`src/rtl/eth_types_pkg.sv`:
```
// Shared Ethernet/IPv4/UDP types and constants for the receive and transmit paths.
package eth_types_pkg;

  typedef enum logic [2:0] {
    S_IDLE,
    S_ETH_HDR,
    S_IP_HDR,
    S_UDP_HDR,
    S_PAYLOAD,
    S_DRAIN
  } rx_demux_state_t;

  localparam logic [15:0] ETHERTYPE_IPV4 = 16'h0800;
  localparam logic [7:0]  IP_PROTO_UDP   = 8'd17;
  localparam logic [47:0] MAC_BCAST      = 48'hFFFF_FFFF_FFFF;
  localparam logic [7:0]  SFD_BYTE       = 8'hD5;
  localparam logic [15:0] UDP_HDR_LEN    = 16'd8;

  typedef struct packed {
    logic [47:0] dst_mac;
    logic [47:0] src_mac;
    logic [15:0] ethertype;
  } frame_header;

  typedef struct packed {
    logic [3:0]  version;
    logic [3:0]  ihl;
    logic [7:0]  tos;
    logic [15:0] total_len;
    logic [15:0] ident;
    logic [2:0]  flags;
    logic [12:0] frag_offset;
    logic [7:0]  ttl;
    logic [7:0]  protocol;
    logic [15:0] checksum;
    logic [31:0] src_ip;
    logic [31:0] dst_ip;
  } ip_header;

  typedef struct packed {
    logic [15:0] src_port;
    logic [15:0] dst_port;
    logic [15:0] length;
    logic [15:0] checksum;
  } udp_header;

  // Two end-around-carry folds of a 32-bit ones-complement accumulator.
  function automatic logic [15:0] csum_fold(input logic [31:0] acc);
    logic [31:0] t;
    t = {16'd0, acc[31:16]} + {16'd0, acc[15:0]};
    t = {16'd0, t[31:16]} + {16'd0, t[15:0]};
    return t[15:0];
  endfunction

endpackage

```
`src/rtl/ip_csum_acc.sv`:
```
// Byte-serial ones-complement accumulator. The folded sum already includes the
// byte presented this cycle, so a caller can judge a header on its last byte.
module ip_csum_acc
  import eth_types_pkg::*;
(
  input  logic        clk,
  input  logic        resetn,
  input  logic        clear,
  input  logic        byte_en,
  input  logic        odd,
  input  logic [7:0]  byte_in,
  output logic [15:0] sum
);

  logic [31:0] acc;
  logic [31:0] acc_next;
  logic [31:0] addend;

  // Even bytes are the MSB of a 16-bit word, odd bytes the LSB.
  always_comb begin
    addend   = odd ? {24'd0, byte_in} : {16'd0, byte_in, 8'd0};
    acc_next = (clear ? 32'd0 : acc) + (byte_en ? addend : 32'd0);
  end

  // Accumulator register; clear restarts the sum.
  always_ff @(posedge clk or negedge resetn) begin
    if (!resetn) begin
      acc <= 32'd0;
    end else if (clear || byte_en) begin
      acc <= acc_next;
    end
  end

  assign sum = csum_fold(acc_next);

endmodule

```
`src/rtl/udp_rx_demux.sv`:
```
// Ethernet II / IPv4 / UDP receive parser that steers UDP payload to one of
// NUM_PORTS channels by destination port.
//
// state     | meaning
// ----------+-----------------------------------------------------------
// IDLE      | waiting for SFD (0xD5)
// ETH_HDR   | 14 bytes: dest MAC, src MAC, ethertype
// IP_HDR    | IHL*4 bytes, checksum summed, addresses/protocol/frag checked
// UDP_HDR   | 8 bytes: dest port and length, channel lookup
// PAYLOAD   | udp_len-8 bytes forwarded to the matched channel
// DRAIN     | padding/FCS/rejected frame ignored until frame_end
module udp_rx_demux
  import eth_types_pkg::*;
#(
  parameter logic [47:0]           FPGA_MAC     = 48'h00_1A_2B_3C_4D_5E,
  parameter logic [31:0]           FPGA_IP      = 32'hC0_00_02_92,
  parameter int                    NUM_PORTS    = 2,
  parameter logic [NUM_PORTS*16-1:0] PORT_LIST  = {16'd5006, 16'd5005},
  parameter bit                    ACCEPT_BCAST = 1'b1,
  parameter int                    CNT_W        = 16,
  localparam int                   CHAN_W       = (NUM_PORTS > 1) ? $clog2(NUM_PORTS) : 1
) (
  input  logic              clk,
  input  logic              resetn,
  input  logic [7:0]        received_byte,
  input  logic              byte_valid,
  input  logic              frame_end,
  output logic [7:0]        data,
  output logic              data_valid,
  output logic              data_last,
  output logic [CHAN_W-1:0] data_chan,
  output logic              data_abort,
  output logic [CNT_W-1:0]  drop_count
);

  rx_demux_state_t state, state_n;
  logic [15:0]       byte_cnt, cnt_n;
  logic [15:0]       remaining, rem_n;
  logic [CHAN_W-1:0] chan_sel, chan_n;

  logic [47:0] dst_mac;
  logic [7:0]  eth_type_hi;
  logic [5:0]  hdr_len;
  logic [15:0] total_len;
  logic        frag_bad;
  logic [7:0]  ip_proto;
  logic [31:0] ip_dst;
  logic [15:0] dst_port;
  logic [15:0] udp_len;
  logic [15:0] csum_sum;

  logic              eth_ok;
  logic              ip_ok;
  logic              ip_last;
  logic              udp_too_long;
  logic              port_hit;
  logic [CHAN_W-1:0] port_idx;
  logic [31:0]       ip_dst_eff;
  logic              emit;
  logic              last_beat;
  logic              abort;
  logic              drop;

  ip_csum_acc u_csum (
    .clk     (clk),
    .resetn  (resetn),
    .clear   (state == S_IDLE),
    .byte_en (byte_valid && (state == S_IP_HDR)),
    .odd     (byte_cnt[0]),
    .byte_in (received_byte),
    .sum     (csum_sum)
  );

  // Header acceptance terms; the final header byte is used straight from the input.
  always_comb begin
    ip_dst_eff   = (byte_cnt == 16'd19) ? {ip_dst[23:0], received_byte} : ip_dst;
    eth_ok       = ((dst_mac == FPGA_MAC) || (ACCEPT_BCAST && (dst_mac == MAC_BCAST))) &&
                   ({eth_type_hi, received_byte} == ETHERTYPE_IPV4);
    ip_last      = (byte_cnt != 16'd0) && (byte_cnt == ({10'd0, hdr_len} - 16'd1));
    ip_ok        = (csum_sum == 16'hFFFF) && (ip_proto == IP_PROTO_UDP) &&
                   (ip_dst_eff == FPGA_IP) && !frag_bad;
    udp_too_long = ({1'b0, udp_len} + {11'd0, hdr_len}) > {1'b0, total_len};
  end

  // Parallel port lookup; scanning downwards leaves the lowest matching index.
  always_comb begin
    port_hit = 1'b0;
    port_idx = '0;
    for (int i = NUM_PORTS - 1; i >= 0; i--) begin
      if (dst_port == PORT_LIST[16*i +: 16]) begin
        port_hit = 1'b1;
        port_idx = CHAN_W'(i);
      end
    end
  end

  // Next-state logic: the current byte is handled first, then frame_end forces IDLE.
  always_comb begin
    state_n   = state;
    cnt_n     = byte_cnt;
    rem_n     = remaining;
    chan_n    = chan_sel;
    emit      = 1'b0;
    last_beat = 1'b0;
    abort     = 1'b0;
    drop      = 1'b0;
    case (state)
      S_IDLE: begin
        if (byte_valid && (received_byte == SFD_BYTE)) begin
          state_n = S_ETH_HDR;
          cnt_n   = 16'd0;
        end
      end
      S_ETH_HDR: begin
        if (byte_valid) begin
          cnt_n = byte_cnt + 16'd1;
          if (byte_cnt == 16'd13) begin
            cnt_n = 16'd0;
            if (eth_ok) begin
              state_n = S_IP_HDR;
            end else begin
              state_n = S_DRAIN;
              drop    = 1'b1;
            end
          end
        end
      end
      S_IP_HDR: begin
        if (byte_valid) begin
          cnt_n = byte_cnt + 16'd1;
          if ((byte_cnt == 16'd0) &&
              ((received_byte[7:4] != 4'd4) || (received_byte[3:0] < 4'd5))) begin
            state_n = S_DRAIN;
            drop    = 1'b1;
          end else if (ip_last) begin
            cnt_n = 16'd0;
            if (ip_ok) begin
              state_n = S_UDP_HDR;
            end else begin
              state_n = S_DRAIN;
              drop    = 1'b1;
            end
          end
        end
      end
      S_UDP_HDR: begin
        if (byte_valid) begin
          cnt_n = byte_cnt + 16'd1;
          if (byte_cnt == 16'd7) begin
            cnt_n = 16'd0;
            if (!port_hit || (udp_len < UDP_HDR_LEN) || udp_too_long) begin
              state_n = S_DRAIN;
              drop    = 1'b1;
            end else if (udp_len == UDP_HDR_LEN) begin
              state_n = S_DRAIN;
            end else begin
              state_n = S_PAYLOAD;
              rem_n   = udp_len - UDP_HDR_LEN;
              chan_n  = port_idx;
            end
          end
        end
      end
      S_PAYLOAD: begin
        if (byte_valid) begin
          emit  = 1'b1;
          rem_n = remaining - 16'd1;
          if (remaining == 16'd1) begin
            last_beat = 1'b1;
            state_n   = S_DRAIN;
          end
        end
      end
      S_DRAIN: begin
        state_n = S_DRAIN;
      end
      default: begin
        state_n = S_IDLE;
      end
    endcase
    if (frame_end) begin
      if ((state_n == S_ETH_HDR) || (state_n == S_IP_HDR) || (state_n == S_UDP_HDR)) begin
        drop = 1'b1;
      end
      if (state_n == S_PAYLOAD) begin
        abort = 1'b1;
      end
      state_n = S_IDLE;
    end
  end

  // State, byte counter, remaining-payload down-counter and selected channel.
  always_ff @(posedge clk or negedge resetn) begin
    if (!resetn) begin
      state     <= S_IDLE;
      byte_cnt  <= 16'd0;
      remaining <= 16'd0;
      chan_sel  <= '0;
    end else begin
      state     <= state_n;
      byte_cnt  <= cnt_n;
      remaining <= rem_n;
      chan_sel  <= chan_n;
    end
  end

  // Capture the header fields needed for filtering; option bytes only feed the checksum.
  always_ff @(posedge clk or negedge resetn) begin
    if (!resetn) begin
      dst_mac     <= 48'd0;
      eth_type_hi <= 8'd0;
      hdr_len     <= 6'd0;
      total_len   <= 16'd0;
      frag_bad    <= 1'b0;
      ip_proto    <= 8'd0;
      ip_dst      <= 32'd0;
      dst_port    <= 16'd0;
      udp_len     <= 16'd0;
    end else if (byte_valid) begin
      if (state == S_ETH_HDR) begin
        if (byte_cnt < 16'd6)   dst_mac     <= {dst_mac[39:0], received_byte};
        if (byte_cnt == 16'd12) eth_type_hi <= received_byte;
      end
      if (state == S_IP_HDR) begin
        if (byte_cnt == 16'd0) hdr_len          <= {received_byte[3:0], 2'b00};
        if (byte_cnt == 16'd2) total_len[15:8]  <= received_byte;
        if (byte_cnt == 16'd3) total_len[7:0]   <= received_byte;
        if (byte_cnt == 16'd6) frag_bad         <= received_byte[5] | (|received_byte[4:0]);
        if (byte_cnt == 16'd7) frag_bad         <= frag_bad | (|received_byte);
        if (byte_cnt == 16'd9) ip_proto         <= received_byte;
        if ((byte_cnt >= 16'd16) && (byte_cnt <= 16'd19)) ip_dst <= {ip_dst[23:0], received_byte};
      end
      if (state == S_UDP_HDR) begin
        if (byte_cnt == 16'd2) dst_port[15:8] <= received_byte;
        if (byte_cnt == 16'd3) dst_port[7:0]  <= received_byte;
        if (byte_cnt == 16'd4) udp_len[15:8]  <= received_byte;
        if (byte_cnt == 16'd5) udp_len[7:0]   <= received_byte;
      end
    end
  end

  // Registered payload outputs; channel only updates on emitted bytes so it holds per frame.
  always_ff @(posedge clk or negedge resetn) begin
    if (!resetn) begin
      data       <= 8'd0;
      data_valid <= 1'b0;
      data_last  <= 1'b0;
      data_chan  <= '0;
      data_abort <= 1'b0;
    end else begin
      data_valid <= emit;
      data_last  <= last_beat;
      data_abort <= abort;
      if (emit) begin
        data      <= received_byte;
        data_chan <= chan_sel;
      end
    end
  end

  // Saturating count of frames rejected after SFD.
  always_ff @(posedge clk or negedge resetn) begin
    if (!resetn) begin
      drop_count <= '0;
    end else if (drop && (drop_count != {CNT_W{1'b1}})) begin
      drop_count <= drop_count + CNT_W'(1);
    end
  end

endmodule

```
`config.mk`:
```
export PLATFORM = sky130hd
export DESIGN_NAME = udp_rx_demux
export DESIGN_NICKNAME = d
export VERILOG_FILES = /design/src/rtl/eth_types_pkg.sv /design/src/rtl/ip_csum_acc.sv /design/src/rtl/udp_rx_demux.sv
export SDC_FILE = /design/constraint.sdc
export NUM_CORES = 1
export LEC_CHECK = 0
export BUFFER_PORTS_ARGS = -buffer_cell sky130_fd_sc_hd__buf_2
export CORE_UTILIZATION = 55
export DETAILED_ROUTE_END_ITERATION = 8
export GPL_TIMING_DRIVEN = 0
export PLACE_DENSITY = 0.8
export SETUP_SLACK_MARGIN = 0.3
export SLEW_MARGIN = 5
export SYNTH_ARGS = -nofsm -noshare
export SYNTH_HDL_FRONTEND = slang
export SYNTH_SLANG_ARGS = --single-unit
```
`constraint.sdc`:
```
create_clock -name clk -period 10.3 [get_ports clk]
set_input_delay 1.545 -clock clk [delete_from_list [all_inputs] [get_ports clk]]
set_output_delay 1.545 -clock clk [all_outputs]
set_load 0.02 [all_outputs]
```
* Word level (Yosys, flattened, before mapping)
Index checks and enable logic that the tools add are counted.
** Storage, ports and cells
- Flip-flop bits (word level) :: 245
- Output and inout port bits :: 28
** Operators by class
- $add $sub $neg :: 9
- Magnitude comparators :: 6
- Eq/ne operators :: 41
- Mux-type cells :: 60
- Bitwise operators :: 4
- Reductions and logical operators :: 42
** Operator list (number)
- two-way mux 16 bit :: 14
- two-way mux 32 bit :: 3
- == test 16 x 3 -> 1 bit, second input constant :: 4
- == test 16 x 4 -> 1 bit, second input constant :: 4
- one-hot mux 16 bit (4 select lines) :: 1
- == test 48 x 37 -> 1 bit, second input constant :: 1
- == test 48 bit, second input constant :: 1
- two-way mux 3 bit :: 13
- AND reduction 3 bit :: 12
- adder 16 x 1 -> 16 bit, second input constant :: 2
- adder 32 bit :: 1
- == test 16 x 13 -> 1 bit, second input constant :: 2
- == test 16 x 2 -> 1 bit, second input constant :: 2
- == test 32 bit, second input constant :: 1
- one-hot mux 16 bit (2 select lines) :: 1
- two-way mux 1 bit :: 26
- one-hot mux 3 bit (6 select lines) :: 1
- adder 16 x 16 -> 17 bit :: 1
- adder 16 x 6 -> 17 bit :: 1
- > comparator 17 x 16 -> 1 bit :: 1
- adder 16 bit :: 1
- == test 16 x 1 -> 1 bit, second input constant :: 1
- == test 16 x 12 -> 1 bit, second input constant :: 1
- == test 16 bit :: 1
- other kinds (33) :: 66

* Longest topological paths before layout
- Word-level depth :: 21
- Mapped depth :: 45

* Hierarchy
From an unflattened synthesis, not the netlist that was laid out.
** Unflattened totals
- Cells, all modules :: 1475
- Area, all modules :: 14715.4 um^2
** By module, submodules not included
- udp_rx_demux :: instances 1, cells an instance 1005, area an instance 10795.4 um^2, sequential area each 5330.1 um^2
- ip_csum_acc :: instances 1, cells an instance 470, area an instance 3920.0 um^2, sequential area each 800.8 um^2

* Least setup slack after synthesis
Ideal clock, no wire load.
- Kind :: input to register
- Start :: input port byte_valid
- End :: register drop_count[13]
- Library setup time :: 80 ps
- Arrival time :: 8772 ps
- Required time :: 10220 ps
- Slack :: 1448 ps
- Stages :: 44
- Buffers on the path :: 3
- Path through :: and2b_1 > nand2_1 > nor2_1 > clkbuf_1 > and3_1 > ha_1 > fa_1 > a21o_1 > a21oi_1 > o21bai_1 > a21oi_1 > o21bai_1 > a311o_1 > a31oi_1 > o21ai_1 > nand4_1 > clkbuf_1 > xor2_1 > [8 not listed] > nor2b_1 > o21ai_0 > nand2b_1 > ha_1 > ha_1 > nand2_1 > nor3_1 > nand4_1 > nor3_1 > nand4_1 > nor3_1 > and4bb_1 > o22ai_2 > nor4bb_4 > a211oi_4 > buf_6 > nor4_2 > xor2_1
** Between the ends
- Longest elaborated chain between the ends :: 20
- Elaborated cells between the ends (all ways) :: 34
- Classes of those cells :: add/sub (3); eq/ne (4); mux (19); reduce/logical (8)
** Ends and longest elaborated chain
- start, declared :: RTL line udp_rx_demux.sv:26 : input logic byte_valid,
- logical AND 1 bit (*) :: RTL line udp_rx_demux.sv:68 : .byte_en (byte_valid && (state == S_IP_HDR)),
- two-way mux 32 bit (*) :: RTL line ip_csum_acc.sv:22 : acc_next = (clear ? 32'd0 : acc) + (byte_en ? addend : 32'd0);
- adder 32 bit (*) :: RTL line ip_csum_acc.sv:22
- via u_csum.acc_next[20] :: RTL line ip_csum_acc.sv:16 : logic [31:0] acc_next;
- adder 16 x 16 -> 17 bit (*) :: RTL line eth_types_pkg.sv:50 : t = {16'd0, acc[31:16]} + {16'd0, acc[15:0]};
- adder 16 bit (*) :: RTL line eth_types_pkg.sv:51 : t = {16'd0, t[31:16]} + {16'd0, t[15:0]};
- == test 16 bit (*) :: RTL line udp_rx_demux.sv:80 : ip_ok = (csum_sum == 16'hFFFF) && (ip_proto == IP_PROTO_UDP) &&
- logical AND 1 bit (*) (2 in series) :: RTL line udp_rx_demux.sv:80
- [3 not listed]
- two-way mux 3 bit :: RTL line udp_rx_demux.sv:131 : if ((byte_cnt == 16'd0) &&
- two-way mux 3 bit :: RTL line udp_rx_demux.sv:129 : if (byte_valid) begin
- one-hot mux 3 bit (6 select lines) :: RTL line udp_rx_demux.sv:107 : case (state)
- == test 3 x 1 -> 1 bit / == test 3 x 2 -> 1 bit (equally long branches) :: RTL line udp_rx_demux.sv:182 : if ((state_n == S_ETH_HDR) || (state_n == S_IP_HDR) || (state_n == S_UDP_HDR)) begin
- logical OR 1 bit (2 in series) :: RTL line udp_rx_demux.sv:182
- two-way mux 1 bit :: RTL line udp_rx_demux.sv:182
- two-way mux 1 bit (*) :: RTL line udp_rx_demux.sv:181 : if (frame_end) begin
- logical AND 1 bit (*) :: RTL line udp_rx_demux.sv:265 : end else if (drop && (drop_count != {CNT_W{1'b1}})) begin
- end signal, assigned :: RTL line udp_rx_demux.sv:266 : drop_count <= drop_count + CNT_W'(1);
- end, declared :: RTL line udp_rx_demux.sv:33 : output logic [CNT_W-1:0] drop_count
The timed path passes the listed nets; every way through them passes the cells marked *.
A chain may end at the register's enable or synchronous reset.

* Worst setup path after layout
- Start :: input port byte_valid
- End :: register drop_count[8]
Same word-level chain as after synthesis.

==> metrics <==
Sw Pwr=0.000459 W; fmax=105 MHz; Clk pwr share=45.2%; Starting Density=56.4%; Synth Flop Type=dfrtp_1; synth warn=0; M1 WL=15300 um; FF/Latch Area=6130 um2; RSZ-0062 raised after global routing=false; RePlAce Congestion=0.919; WS Path Type=in2reg; Mapped Nets=1512; clk_lat worst skew=0.54 ns; Sequential Power Share=49.7%; Worst setup SP type=input port; RR Startpoint=state[1]$_DFF_PN0_; fin. max-slew vios=0; die width=163 um; leading post-synthesis cells by cell area=dfrtp_1 43%, mux2_2 11%, ha_1 5.5%; Clock transition at path regs=0.06 ns; Power Internal=0.00154 W; post-synth top area cell=dfrtp_1; async set or reset register ratio after synthesis=100%; CTS Buf Count=26; Least-Margin Pin Slew=1.16 ns; drt first pass iters=6; Mapped Cells=1434; total number of vias=11500; Gate power share=5.1%; fin crit period=9.56 ns; routed wl met2=16100 um; Total Power=0.00200 W; row cnt=58; TritonCTS Sinks=245; pin count of the biggest net entering global routing=116; Top Layer Used=met4; hold_sp=u_csum.acc[6]$_DFFE_PN0P_; Required @ worst endpoint=10.75 ns; most common library cells after synthesis=245 x dfrtp_1, 144 x mux2_2, 132 x nand2_1; antenna violations before repair=1; vias in the first global route=11200; first-pass GRT wire length=56600 um; final wirelength=34900 um; synth unique cells=85; Syn Std Cell Area=14200 um2; Post-DP HPWL=24800 um; core area=25300 um2; Critical-path top delay cell=fa_1; port buffer count=39; period utilization=92.8%; top-count cell post-synth=dfrtp_1; switch share=22.9%; Crit path depth=45; Reg2Reg Depth=43; EDFF count, synth=0; WL per Instance=18.8 um; total number of H-tree levels=1; maximum VDD drop=0.000153 V; Mean Syn Cell Area=9.93 um2; element type at the critical path end=flip-flop; Root Driver=clkbuf_16; Top delay family on crit path=simple AND/OR/NAND/NOR gates; die area=26500 um2; dpl cells=1805; fin nets=1586; TritonCTS clock tree=yes; final setup vio count=0; P_leak=7.54 nW; sequential element share of the synthesized area=43.1%; Crit. Startpoint=byte_valid; FILL cells=2019; fin cells=1852; Hold Path Cell Cnt=2; drt via density=6.19; Rel. slew slack=22.1%; flop-to-flop setup slack=0.92 ns; DRC viols=0; Hold WC Path Type=reg2reg; GRT Overall Usage=26.6%; slowest cell delay on critical path=0.40 ns; CTS Buffer Depth=3; Synth top area share=43.1%; Max Cap Viol=0; Met3 Wirelength=2380 um; share of cells above drive strength 1=18.1%; GRT overflow=0; pwr/cell area=127 nW/um2; Iter 0 DRT Violations=1006; run status=finished, final reports clean; Arrival @ worst endpoint=10.01 ns; Layout area overhead=11.2%; Multi-input gate area=7720 um2; Clock Skew=0.0155 ns; DIE HEIGHT=163 um; Top cell by count, worst path=ha_1; flops & latches, synth=245; WP buf/inv=4; Antenna Nets Post-Route=0; CP Max Fanout=10; I/O Pins=40; Finished Core Util=62.7%; Final Hold Viols=0
-- cell usage in the layout, fill, tap and decap left out, types with 15 or more instances in the layout --
cell type,synthesis,layout
a21oi_1,61,57
and3_1,40,40
buf_2,3,41
clkbuf_1,54,58
clkbuf_16,0,27
dfrtp_1,245,245
ha_1,63,63
inv_1,44,44
mux2_2,144,144
nand2_1,132,131
nand2b_1,18,18
nand3_1,47,47
nand4_1,36,36
nor2_1,89,88
nor2b_1,26,26
nor3_1,36,34
nor4_1,21,21
o21ai_0,90,89
or3_1,15,15
xnor2_1,46,46
xor2_1,42,42
-- per-layer routing --
layer	GRT usage, %	vias to the layer above
met2	42.4	399
met3	4.58	75
met4	8.96	0
li1	-	5322
met5	0	-
met1	36.6	5677
-- what timing repair did --
item | 4_1_cts | 5_1_grt
endpoints found under the setup margin | 17 | 16
resized for setup | 7 | 16
buffers inserted | 0 | 5
gates cloned | 0 | 0
pin swaps | 1 | 5
hold buffers | 0 | 0
-- cell type report --
type / count / area share, %
Antenna cell: 1 / 0.0158
Buffer: 64 / 1.79
Clock buffer: 38 / 4.85
Clock inverter: 3 / 0.293
Inverter: 44 / 1.04
Multi-Input combinational cell: 1081 / 48.8
Sequential cell: 245 / 38.7
Tap cell: 330 / 2.61
Timing Repair Buffer: 46 / 1.88
-- flip-flops by register name, summed over array words and instances (netlist names), 16 cells and up --
name / count
dst_mac: 48
drop_count: 16
u_csum.acc: 32
ip_dst: 32
total_len: 16
remaining: 16
byte_cnt: 16
dst_port: 16
udp_len: 16
-- kinds of logic (layout without fill, tap and decap cells) --
group	count (synthesis)	count (layout)	synth area share [%]
compound gates	258	258	11.3
fa+ha+maj	66	66	5.96
xor+xnor	88	88	5.41
buf+inv	108	195	3.10
mux	146	146	11.5
other cells	0	1	0
flops	245	245	43.1
simple gates	523	523	19.6
-- power by group through the flow --
stage | combinational (W) | sequential [W] | clock (W)
4_1_cts | 0.000103 | 0.000995 | 0.000924
3_3_place_gp | 0.0000967 | 0.00101 | 0
5_1_grt | 0.000114 | 0.000998 | 0.000959
3_5_place_dp | 0.000102 | 0.00101 | 0
2_1_floorplan | 0.0000417 | 0.00102 | 0
6_report | 0.000103 | 0.000996 | 0.000906
-- tightest hold or removal path, delay by kind of cell, from the launching register on --
kind             cells  cell delay [ns]
flip-flops           1             0.33
AND/OR/NAND/NOR      2             0.10
-- stage by stage --
| stage | setup WS, ns | TNS [ns] | hold slack [ns] | instance area [um2] |
|---|---|---|---|---|
| after floorplan | 1.45 | 0 | 0.431 | 14200 |
| after global placement | -0.849 | -12.74 | 0.443 | 14800 |
| after detailed placement | -0.992 | -15.35 | 0.447 | 14900 |
| after CTS | 0.349 | 0 | 0.461 | 15700 |
| after global routing | 0.230 | 0 | 0.481 | 15800 |
| final | 0.742 | 0 | 0.461 | 15800 |
-- final timing paths --
path	to
setup / recovery	drop_count[8]$_DFFE_PN0P_
max in group asynchronous	dst_port[3]$_DFFE_PN0P_
setup reg to reg	drop_count[8]$_DFFE_PN0P_
hold reg to reg	u_csum.acc[6]$_DFFE_PN0P_
min in group asynchronous	drop_count[4]$_DFFE_PN0P_
hold / removal	u_csum.acc[6]$_DFFE_PN0P_
Power figures use the tool's default switching activity.
